File: src/rtl/mips_multicycle_ctrl_if.sv
// Memory request handshake between the multi-cycle
// controller and the unified memory port.
interface mips_multicycle_ctrl_if;
   logic MemRead;
   logic MemWrite;
   logic IorD;
   logic mem_ready;

   modport master (
      output MemRead,
      output MemWrite,
      output IorD,
      input  mem_ready
   );

   modport slave (
      input  MemRead,
      input  MemWrite,
      input  IorD,
      output mem_ready
   );
endinterface

File: src/rtl/mips_multicycle_ctrl.sv
// Multi-cycle MIPS main control FSM with memory
// handshake and retired-instruction counter.
module mips_multicycle_ctrl (
   input  logic                  clk,
   input  logic                  rst_n,
   input  logic [5:0]            opcode,
   input  logic                  stall,
   mips_multicycle_ctrl_if.master mem,
   output logic                  PCWrite,
   output logic                  PCWriteCond,
   output logic                  IRWrite,
   output logic                  MemtoReg,
   output logic                  RegDst,
   output logic                  RegWrite,
   output logic                  ALUSrcA,
   output logic [1:0]            ALUSrcB,
   output logic [1:0]            ALUOp,
   output logic [1:0]            PCSource,
   output logic                  illegal_op,
   output logic [31:0]           instret
);

   typedef enum logic [3:0] {
      FETCH, DECODE, MEM_ADDR, MEM_READ,
      MEM_WB, MEM_WRITE, R_EXEC, R_WB,
      ADDI_EXEC, ADDI_WB, BRANCH, JUMP,
      ILLEGAL
   } state_t;

   typedef struct packed {
      logic       pc_write;
      logic       pc_write_cond;
      logic       iord;
      logic       mem_read;
      logic       mem_write;
      logic       ir_write;
      logic       mem_to_reg;
      logic       reg_dst;
      logic       reg_write;
      logic       alu_src_a;
      logic [1:0] alu_src_b;
      logic [1:0] alu_op;
      logic [1:0] pc_source;
      logic       illegal;
   } ctrl_t;

   state_t      st;
   state_t      nxt;
   ctrl_t       c;
   ctrl_t       co;
   logic        run;
   logic        go;
   logic        retire;
   logic [31:0] instret_q;

   logic is_r, is_lw, is_sw;
   logic is_beq, is_j, is_addi;

   assign is_r    = (opcode == 6'h00);
   assign is_lw   = (opcode == 6'h23);
   assign is_sw   = (opcode == 6'h2B);
   assign is_beq  = (opcode == 6'h04);
   assign is_j    = (opcode == 6'h02);
   assign is_addi = (opcode == 6'h08);

   // run gives a one-cycle quiet period after reset release
   assign go = run & ~stall;

   // Next state, raw control levels and retire detection
   always_comb begin
      nxt    = st;
      retire = 1'b0;
      c      = '0;
      unique case (st)
         FETCH: begin
            c.mem_read  = 1'b1;
            c.alu_src_b = 2'b01;
            if (mem.mem_ready) begin
               c.ir_write = 1'b1;
               c.pc_write = 1'b1;
               nxt        = DECODE;
            end
         end
         DECODE: begin
            c.alu_src_b = 2'b11;
            unique case (1'b1)
               is_lw | is_sw: nxt = MEM_ADDR;
               is_r:          nxt = R_EXEC;
               is_addi:       nxt = ADDI_EXEC;
               is_beq:        nxt = BRANCH;
               is_j:          nxt = JUMP;
               default:       nxt = ILLEGAL;
            endcase
         end
         MEM_ADDR: begin
            c.alu_src_a = 1'b1;
            c.alu_src_b = 2'b10;
            nxt = is_sw ? MEM_WRITE : MEM_READ;
         end
         MEM_READ: begin
            c.mem_read = 1'b1;
            c.iord     = 1'b1;
            if (mem.mem_ready) nxt = MEM_WB;
         end
         MEM_WB: begin
            c.reg_write  = 1'b1;
            c.mem_to_reg = 1'b1;
            nxt          = FETCH;
            retire       = 1'b1;
         end
         MEM_WRITE: begin
            c.mem_write = 1'b1;
            c.iord      = 1'b1;
            if (mem.mem_ready) begin
               nxt    = FETCH;
               retire = 1'b1;
            end
         end
         R_EXEC: begin
            c.alu_src_a = 1'b1;
            c.alu_op    = 2'b10;
            nxt         = R_WB;
         end
         R_WB: begin
            c.reg_write = 1'b1;
            c.reg_dst   = 1'b1;
            nxt         = FETCH;
            retire      = 1'b1;
         end
         ADDI_EXEC: begin
            c.alu_src_a = 1'b1;
            c.alu_src_b = 2'b10;
            nxt         = ADDI_WB;
         end
         ADDI_WB: begin
            c.reg_write = 1'b1;
            nxt         = FETCH;
            retire      = 1'b1;
         end
         BRANCH: begin
            c.alu_src_a     = 1'b1;
            c.alu_op        = 2'b01;
            c.pc_write_cond = 1'b1;
            c.pc_source     = 2'b01;
            nxt             = FETCH;
            retire          = 1'b1;
         end
         JUMP: begin
            c.pc_write  = 1'b1;
            c.pc_source = 2'b10;
            nxt         = FETCH;
            retire      = 1'b1;
         end
         ILLEGAL: begin
            c.illegal = 1'b1;
            nxt       = FETCH;
         end
         default: nxt = FETCH;
      endcase
      // stall freezes progress and kills every write strobe
      if (!go) begin
         nxt    = st;
         retire = 1'b0;
      end
      if (stall) begin
         c.pc_write      = 1'b0;
         c.pc_write_cond = 1'b0;
         c.ir_write      = 1'b0;
         c.reg_write     = 1'b0;
         c.mem_write     = 1'b0;
         c.illegal       = 1'b0;
      end
   end

   // Outputs silent during reset and the release cycle
   always_comb begin
      co = '0;
      if (run && rst_n) co = c;
   end

   assign PCWrite      = co.pc_write;
   assign PCWriteCond  = co.pc_write_cond;
   assign mem.IorD     = co.iord;
   assign mem.MemRead  = co.mem_read;
   assign mem.MemWrite = co.mem_write;
   assign IRWrite      = co.ir_write;
   assign MemtoReg     = co.mem_to_reg;
   assign RegDst       = co.reg_dst;
   assign RegWrite     = co.reg_write;
   assign ALUSrcA      = co.alu_src_a;
   assign ALUSrcB      = co.alu_src_b;
   assign ALUOp        = co.alu_op;
   assign PCSource     = co.pc_source;
   assign illegal_op   = co.illegal;
   assign instret      = instret_q;

   // State, release flag and retire counter
   always_ff @(posedge clk or negedge rst_n) begin
      if (!rst_n) begin
         st        <= FETCH;
         run       <= 1'b0;
         instret_q <= '0;
      end else begin
         st  <= nxt;
         run <= 1'b1;
         if (retire) instret_q <= instret_q + 32'd1;
      end
   end

endmodule
File: src/flat_wrapper.sv
// flat-port wrapper written by rule: the top's interface ports become plain ports
module mips_multicycle_ctrl_flat 
  (clk, rst_n, opcode, stall, PCWrite, PCWriteCond, IRWrite, MemtoReg, RegDst, RegWrite, ALUSrcA, ALUSrcB, ALUOp, PCSource, illegal_op, instret, mem_MemRead, mem_MemWrite, mem_IorD, mem_mem_ready);
  mips_multicycle_ctrl_if mem_i ();
  input  logic clk;
  input  logic rst_n;
  input  logic [5:0] opcode;
  input  logic stall;
  output logic PCWrite;
  output logic PCWriteCond;
  output logic IRWrite;
  output logic MemtoReg;
  output logic RegDst;
  output logic RegWrite;
  output logic ALUSrcA;
  output logic [1:0] ALUSrcB;
  output logic [1:0] ALUOp;
  output logic [1:0] PCSource;
  output logic illegal_op;
  output logic [31:0] instret;
  output wire logic [$bits(mem_i.MemRead)-1:0] mem_MemRead;
  output wire logic [$bits(mem_i.MemWrite)-1:0] mem_MemWrite;
  output wire logic [$bits(mem_i.IorD)-1:0] mem_IorD;
  input wire logic [$bits(mem_i.mem_ready)-1:0] mem_mem_ready;
  assign mem_MemRead = mem_i.MemRead;
  assign mem_MemWrite = mem_i.MemWrite;
  assign mem_IorD = mem_i.IorD;
  assign mem_i.mem_ready = mem_mem_ready;
  mips_multicycle_ctrl u_core (.clk(clk), .rst_n(rst_n), .opcode(opcode), .stall(stall), .mem(mem_i), .PCWrite(PCWrite), .PCWriteCond(PCWriteCond), .IRWrite(IRWrite), .MemtoReg(MemtoReg), .RegDst(RegDst), .RegWrite(RegWrite), .ALUSrcA(ALUSrcA), .ALUSrcB(ALUSrcB), .ALUOp(ALUOp), .PCSource(PCSource), .illegal_op(illegal_op), .instret(instret));
endmodule
File: config.mk
export PLATFORM = sky130hd
export DESIGN_NAME = mips_multicycle_ctrl_flat
export DESIGN_NICKNAME = d
export VERILOG_FILES = /design/src/rtl/mips_multicycle_ctrl_if.sv /design/src/rtl/mips_multicycle_ctrl.sv /design/src/flat_wrapper.sv
export SDC_FILE = /design/constraint.sdc
export NUM_CORES = 1
export LEC_CHECK = 0
export ABC_CLOCK_PERIOD_IN_PS = 1700
export BUFFER_PORTS_ARGS = -buffer_cell sky130_fd_sc_hd__buf_2
export CAP_MARGIN = 15
export CORE_UTILIZATION = 47
export DETAILED_ROUTE_END_ITERATION = 8
export GPL_TIMING_DRIVEN = 0
export PLACE_DENSITY = 0.76
export SYNTH_ARGS = -nofsm -noshare
export SYNTH_HDL_FRONTEND = slang
export SYNTH_SLANG_ARGS = --single-unit
File: constraint.sdc
create_clock -name clk -period 1.7 [get_ports clk]
set_input_delay 0.17 -clock clk [delete_from_list [all_inputs] [get_ports clk]]
set_output_delay 0.17 -clock clk [all_outputs]
set_load 0.05 [all_outputs]
# Word level (Yosys, flattened, before mapping)
# Cells that the tools add are included.
[classes]
eq_ne = 20
n_reduce_logical = 10
n_addsub = 1
muxes = 28
n_bitwise = 3
[op_table]
columns = ["cell", "count"]
rows = [
  ["$add 32x1->32 const B", 1],
  ["$pmux 4 s7", 1],
  ["$eq 4x4->1 const B", 5],
  ["$pmux 4 s5", 1],
  ["$mux 17", 1],
  ["$eq 4x3->1 const B", 4],
  ["$mux 1", 14],
  ["$eq 6x6->1 const B", 2],
  ["$mux 4", 3],
  ["$eq 4x2->1 const B", 2],
  ["$pmux 2 s2", 2],
  ["$eq 6x2->1 const B", 1],
  ["$eq 6x3->1 const B", 1],
  ["$eq 6x4->1 const B", 1],
  ["$logic_not 6->1", 1],
  ["$ne 2x2->1 const B", 3],
  ["$pmux 2 s3", 1],
  ["$reduce_or 2->1", 3],
  ["$reduce_or 5->1", 1],
  ["$eq 4x1->1 const B", 1],
  ["$logic_not 4->1", 1],
  ["$mux 2", 2],
  ["$pmux 1 s2", 2],
  ["$reduce_and 4->1", 1],
  ["other kinds (7)", 7],
]
[totals]
output_inout_bits = 49
inputBits = 10
reg_bits = 37

# Logic depth before layout (Yosys ltp)
# Gate-level depths: netlist (run 1).
[depth]
depth_word = 5
ltp_mapped = 7

# Worst setup path after synthesis (run 1)
# No wires, ideal clock.
[synth_path]
path_type = "register -> output"
start = "reg u_core.st[0]"
end = "out PCWrite"
t_arrival_ns = 2.516
path_stages_with_launch = 6
setup_slack_ns = -0.986
n_path_buf = 2
cell_sequence = "dfrtp_1 -> buf_2 -> clkbuf_1 -> nand2_1 -> nor3_1 -> a21o_1"
[synth_via]
elab_chain_cells = 4
word_cells_on_any_way = 5
classes_between = "eq/ne (1); mux (3); reduce/logical (1)"
[synth_rtl]
columns = ["element", "line", "text"]
rows = [
  ["start, declared", "mips_multicycle_ctrl.sv:47", "state_t st;"],
  ["start signal, assigned", "mips_multicycle_ctrl.sv:204", "st <= nxt;"],
  ["$eq 4x4->1 / $logic_not 4->1 (equally long branches)", "mips_multicycle_ctrl.sv:74", "unique case (st)"],
  ["$pmux 1 s2 *", "mips_multicycle_ctrl.sv:74", ""],
  ["$mux 2 *", "mips_multicycle_ctrl.sv:165", "if (stall) begin"],
  ["$mux 17 *", "mips_multicycle_ctrl.sv:178", "if (run && rst_n) co = c;"],
  ["end, declared", "flat_wrapper.sv:9", "output logic PCWrite;"],
]
# Mark *: on every way between the ends. The rest lies on a longest branch, timed or not.

# Worst setup path in the final report (run 1)
[layout_path]
start = "reg u_core.st[3]"
end = "reg u_core.instret_q[14], in the netlist u_core.instret[14]"
[layout_via]
elab_chain_cells = 4
word_cells_on_any_way = 9
classes_between = "eq/ne (6); mux (2); reduce/logical (1)"
[layout_rtl]
columns = ["element", "line", "text"]
rows = [
  ["$eq 4x4->1 / $eq 4x3->1 (equally long branches)", "mips_multicycle_ctrl.sv:74", ""],
  ["$reduce_or 5->1 (no source line)", "-", ""],
  ["$pmux 1 s2 *", "mips_multicycle_ctrl.sv:74", ""],
  ["$mux 1 *", "mips_multicycle_ctrl.sv:161", "if (!go) begin"],
  ["end signal, assigned", "mips_multicycle_ctrl.sv:206", "if (retire) instret_q <= instret_q + 32'd1;"],
  ["end, declared", "mips_multicycle_ctrl.sv:54", "logic [31:0] instret_q;"],
]
# Marks and branches as above.
# A chain may end at the register's enable or synchronous reset.

==> results of run 1 <==
==> critical path, stage by stage, from the launching register on <==
cell,delay (ns)
dfrtp_1,0.38
buf_6,0.15
xnor2_4,0.24
buf_4,0.16
o2111ai_4,0.14
nor3_4,0.19
buf_12,0.16
and3_1,0.17
xor2_1,0.14
==> layer usage <==
layer | part of all wire, % | vias up
met5 | 0 | -
met4 | 2.6 | 0
met3 | 4.1 | 16
met1 | 42 | 1024
met2 | 51 | 64
li1 | - | 981
==> final cells by class <==
type / instances / area, µm²
buffer: 11 / 139
clock buffer: 8 / 90.1
fill: 280 / 1190
inverter: 4 / 17.5
multi-input combinational: 174 / 1400
sequential: 37 / 945
tap: 52 / 65.1
timing repair buffer: 79 / 564
==> power by group through the flow <==
stage | Clock (µW) | Combinational [µW] | Sequential [µW]
after floorplan | 0 | 815 | 1200
after global placement | 0 | 1200 | 1060
after detailed placement | 0 | 1220 | 1060
after CTS | 636 | 1480 | 1050
after global routing | 676 | 1890 | 1060
final | 628 | 1780 | 1050
==> cells in the final DEF, fill, tap and decap left out, types with 6 or more instances in the layout <==
cell type,count
buf_6,11
dfrtp_1,22
nor2_1,13
buf_4,30
nand4_1,9
xnor2_1,20
o21ai_0,6
nor3_1,6
dfrtp_2,15
clkbuf_8,6
xor2_1,12
nand2_1,15
nand3_1,9
buf_2,39
==> final timing paths <==
kind,startpoint,to,slack (ns),depth (start not counted)
setup / recovery,u_core.st[3],u_core.instret[14],-0.1,8
hold / removal,opcode[4],u_core.st[3],0.29,3
setup reg to reg,u_core.st[3],u_core.instret[14],-0.1,8
hold reg to reg,u_core.instret[31],u_core.instret[31],0.46,1
max in group asynchronous,rst_n,u_core.instret[24],0.98,3
min in group asynchronous,rst_n,u_core.instret[7],0.53,3
==> flip-flops by register name, summed over array words and instances, names as in the netlist <==
register        count
u_core.st           4
u_core.run          1
u_core.instret     32
==> timing repair <==
action                                  4_1_cts  5_1_grt
resized for setup                            52       34
hold endpoints to repair                     37        0
hold buffers                                  2        0
setup buffers                                 6       14
endpoints found under the setup margin       37       42
pin swaps                                     6       10
==> kinds of logic (layout without fill, tap and decap cells) <==
kind of cell    Yosys count  count (layout)  share of synthesized area (%)
other cells               1               1                          0.172
buf+inv                  15             102                           3.72
compound gates           30              30                           10.2
xor+xnor                 34              34                           14.5
flops                    37              37                           42.4
fa+ha+maj                 1               1                          0.573
simple gates            107             107                           27.9
mux                       1               1                          0.515
==> stage by stage <==
| stage | area [µm²] | instances | hold slack [ns] | worst slack [ns] | power, µW |
|---|---|---|---|---|---|
| after floorplan | 2300 | 226 | -0.126 | -0.315 | 2020 |
| after global placement | 2650 | 335 | 0.323 | -0.845 | 2260 |
| after detailed placement | 2650 | 335 | 0.316 | -0.865 | 2280 |
| after CTS | 3000 | 351 | 0.294 | -0.0489 | 3160 |
| after global routing | 3220 | 365 | 0.321 | -0.166 | 3630 |
| final | 3220 | 365 | 0.287 | -0.0962 | 3460 |
==> results.sh, run 1 <==
export IMPL_status="finished with violations"
export IMPL_violations="setup timing"
export IMPL_synthCells=226
export IMPL_fin_crit_sh_pct=106
export IMPL_grt_util_met3_pct=4.33
export IMPL_antenna_found_initial=0
export IMPL_required_ns=1.92
export IMPL_syn_nets=237
export IMPL_placementRows=24
export IMPL_yosysSeqAreaShare_pct=42.4
export IMPL_dr_pass1_iters=4
export IMPL_cts_tree="built"
export IMPL_async_reset_ff_share_pct=100
export IMPL_port_buffers=57
export IMPL_p_sw_uw=1450
export IMPL_synthTopCellsByArea="dfrtp_1 42%, xnor2_1 8.4%, xor2_1 4.8%"
export IMPL_endpoint_kind="flip-flop"
export IMPL_yosysUniqueCellTypes=46
export IMPL_synth_edf_count=0
export IMPL_yosys_top_cells_count="37 x dfrtp_1, 21 x xnor2_1, 18 x nand2_1, 18 x nor2_1, 13 x nand3_1"
export IMPL_ys_ff_latch=37
export IMPL_setup_viol=28
export IMPL_path_clk_slew_ns=0.07
export IMPL_clock_root_buffer="clkbuf_8"
export IMPL_grt_overflow_total=0
export IMPL_yosysTopAreaCell="dfrtp_1"
export IMPL_ys_flop_type="dfrtp_1"
export IMPL_grtUsageMet2_pct=38.4
export IMPL_combPwrFrac_pct=51.5
export IMPL_ir_drop_mv=0.987
export IMPL_grt_use_total_pct=22.9
export IMPL_drc=0
export IMPL_tns_ns=-1.10
export IMPL_clock_latency_ns=0.29
export IMPL_viasPerCell=5.71
export IMPL_syn_area_um2=2180
export IMPL_dpl_hpwl_um=3520
export IMPL_p_sw_share_pct=41.7
export IMPL_cts_made_buffers=5
export IMPL_layout_drive_gt1_share_pct=50.5
export IMPL_clockBufferDepth=2
export IMPL_power_density_nw_per_um2=1080
export IMPL_fin_crit_ns=1.80
export IMPL_gp_congestion=0.783
export IMPL_maxCapViolCount=0
export IMPL_worst_setup_path_start_kind="flip-flop"
export IMPL_maxSlewViolCount=0
export IMPL_rsz0062_at_grt="yes"
export IMPL_synth_top_area_share_pct=42.4
export IMPL_fin_worst_skew_ns=0.00617
export IMPL_grt_pass1_wl_um=8910
export IMPL_report_final_hold_viol_count=0
export IMPL_grt_max_degree=38
export IMPL_io_pins=59
export IMPL_cts_htree_levels=2
export IMPL_core_area_um2=4410
export IMPL_start_util_pct=49.5
export IMPL_max_freq_mhz=557
export IMPL_fin_ws_ns=-0.0962
export IMPL_cts_sinks=37
export IMPL_yosysMostFrequentCell="dfrtp_1"
export IMPL_area_delta_synth_final_pct=47.5
export IMPL_fin_util_pct=73.0
export IMPL_yosys_warnings=0
export IMPL_syn_avg_cell_area_um2=9.67
export IMPL_power_leakage_uw=0.00151
export IMPL_vias=2085
export IMPL_hold_path_class="in -> reg"
export IMPL_routed_wirelength_um=5930
export IMPL_dieArea_um2=4920
export IMPL_grt_pass1_vias=1908
export IMPL_num_antenna_cells=0
export IMPL_grt_util_met1_pct=27.8
export IMPL_p_clk_share_pct=18.1
export IMPL_die_w_um=70.2
export IMPL_wl_per_cell_um=16.2
export IMPL_grt_most_used_layer="met2"
export IMPL_die_h_um=70.2
export IMPL_nNetsFinal=323
export IMPL_seqPwrFrac_pct=30.4
export IMPL_crit_fanout=10
export IMPL_intPower_uw=2020
export IMPL_ant_nets=0
export IMPL_critPathKind="reg -> reg"
export IMPL_arrival_ns=2.01
export IMPL_drt_iter0_drc=94
No activity file was read; power rests on OpenSTA's default activity.
==> run 2: changes to the inputs <==
--- a/config.mk
+++ b/config.mk
@@ -8,6 +8,7 @@
 export ABC_CLOCK_PERIOD_IN_PS = 1700
 export BUFFER_PORTS_ARGS = -buffer_cell sky130_fd_sc_hd__buf_2
 export CAP_MARGIN = 15
+export CORE_MARGIN = 5
 export CORE_UTILIZATION = 47
 export DETAILED_ROUTE_END_ITERATION = 8
 export GPL_TIMING_DRIVEN = 0
==> results.sh, run 2 (synthesized netlist as in run 1, its figures left out) <==
export IMPL_report_final_hold_viol_count=0
export IMPL_layout_drive_gt1_share_pct=51.9
export IMPL_clockBufferDepth=2
export IMPL_dpl_hpwl_um=3750
export IMPL_num_antenna_cells=0
export IMPL_rsz0062_at_grt="yes"
export IMPL_gp_congestion=0.909
export IMPL_critPathTopFamily="simple AND/OR/NAND/NOR gates"
export IMPL_fin_ws_ns=-0.116
export IMPL_max_freq_mhz=551
export IMPL_layout_cells_most_common="buf_2"
export IMPL_grt_max_degree=38
export IMPL_crit_fanout=6
export IMPL_path_cells="nand2b_2 -> o21ai_4 -> a22oi_2 -> nor2_2 -> buf_6"
export IMPL_grt_pass1_vias=2021
export IMPL_grt_pass1_wl_um=9720
export IMPL_maxSlewViolCount=0
export IMPL_arrival_ns=1.65
export IMPL_largest_reg_flops=32
export IMPL_tns_ns=-1.74
export IMPL_dieArea_um2=6110
export IMPL_cp_slowest_stage_delay_ns=0.43
export IMPL_viasPerCell=5.75
export IMPL_fin_crit_sh_pct=107
export IMPL_dr_pass1_iters=4
export IMPL_ant_nets=0
export IMPL_worst_setup_path_start_kind="flip-flop"
export IMPL_required_ns=1.53
export IMPL_power_density_nw_per_um2=1070
export IMPL_fin_crit_ns=1.82
export IMPL_layout_cells_non_filler=368
export IMPL_clock_latency_ns=0.30
export IMPL_vias=2116
export IMPL_die_h_um=78.2
export IMPL_cts_made_buffers=5
export IMPL_maxCapViolCount=0
export IMPL_hold_path_class="in -> reg"
export IMPL_clock_root_buffer="clkbuf_8"
export IMPL_fin_util_pct=75.0
export IMPL_placementRows=24
export IMPL_status="finished with violations"
export IMPL_nNetsFinal=326
export IMPL_cts_tree="built"
export IMPL_dp_cells=335
export IMPL_ir_drop_mv=0.744
export IMPL_final_cell_mix="39 x buf_2, 25 x buf_4, 23 x dfrtp_1, 20 x xnor2_1, 19 x buf_6"
export IMPL_power_leakage_uw=0.00155
export IMPL_core_area_um2=4440
export IMPL_cts_sinks=37
export IMPL_critPathKind="reg -> out"
export IMPL_port_buffers=57
export IMPL_fin_worst_skew_ns=0.00772
export IMPL_routed_wirelength_um=6740
export IMPL_path_clk_slew_ns=0.08
export IMPL_critical_path_buf_inv_count=1
export IMPL_io_pins=59
export IMPL_wl_per_cell_um=18.3
export IMPL_setup_viol=35
export IMPL_drt_iter0_drc=108
export IMPL_violations="setup timing"
export IMPL_cp_slowest_cell="dfrtp_1"
export IMPL_die_w_um=78.2
export IMPL_post_place_ws_ns=-0.896
export IMPL_ff2ff_setup_slack_ns=-0.11
export IMPL_finalPower_uw=3560
export IMPL_grt_use_total_pct=19.6
export IMPL_grt_overflow_total=0
export IMPL_drc=0
export IMPL_endpoint_kind="output port"
export IMPL_antenna_found_initial=0
export IMPL_cts_htree_levels=2
export IMPL_area_delta_synth_final_pct=52.6
export IMPL_start_util_pct=49.2
-- run 2: final timing paths --
path / from / to / cells past startpoint
min in group asynchronous: rst_n / u_core.instret[18] / 3
max in group asynchronous: rst_n / u_core.instret[4] / 3
min reg2reg: u_core.instret[31] / u_core.instret[31] / 1
max: u_core.st[2] / RegWrite / 5
max reg2reg: u_core.st[3] / u_core.instret[27] / 8
min: opcode[4] / u_core.st[3] / 3
-- run 2: metal layers --
metal  track usage [%]  share of wire [%]  up-vias
met4              8.39                3.2        0
met1              23.6                 41     1032
met5                 0                  0        -
met2              33.9                 50       76
li1                  -                  -      985
met3              4.23                5.5       23
-- run 2: cell type report --
type / count / area, µm²
inverter: 4 / 21.3
buffer: 11 / 148
multi-input combinational: 174 / 1450
clock buffer: 5 / 68.8
tap: 52 / 65.1
sequential: 37 / 943
fill: 298 / 1110
clock inverter: 3 / 17.5
timing repair buffer: 82 / 618
-- run 2: worst min-delay path: stages --
cell	delay, ns
buf_2	0.12
a211oi_1	0.05
o31ai_1	0.20
-- run 2: repair_timing --
| action | CTS | global route |
|---|---|---|
| gates cloned | 1 | 0 |
| hold buffers | 2 | 0 |
| gates resized for setup | 63 | 36 |
| pin swaps | 7 | 8 |
| buffers inserted | 8 | 14 |
| hold endpoints to repair | 37 | 0 |
| setup endpoints to repair | 37 | 43 |
-- run 2: where the power goes --
group	internal [µW]	switching (µW)	total [µW]
Sequential	966	81.5	1050
Clock	283	340	623
Combinational	747	1140	1890
Total	2000	1560	3560
-- run 2: metrics by stage --
stage	instance area, µm²	hold slack, ns
2_1_floorplan	2300	-0.126
6_report	3330	0.279
3_3_place_gp	2650	0.317
5_1_grt	3330	0.309
4_1_cts	3070	0.292
3_5_place_dp	2650	0.322
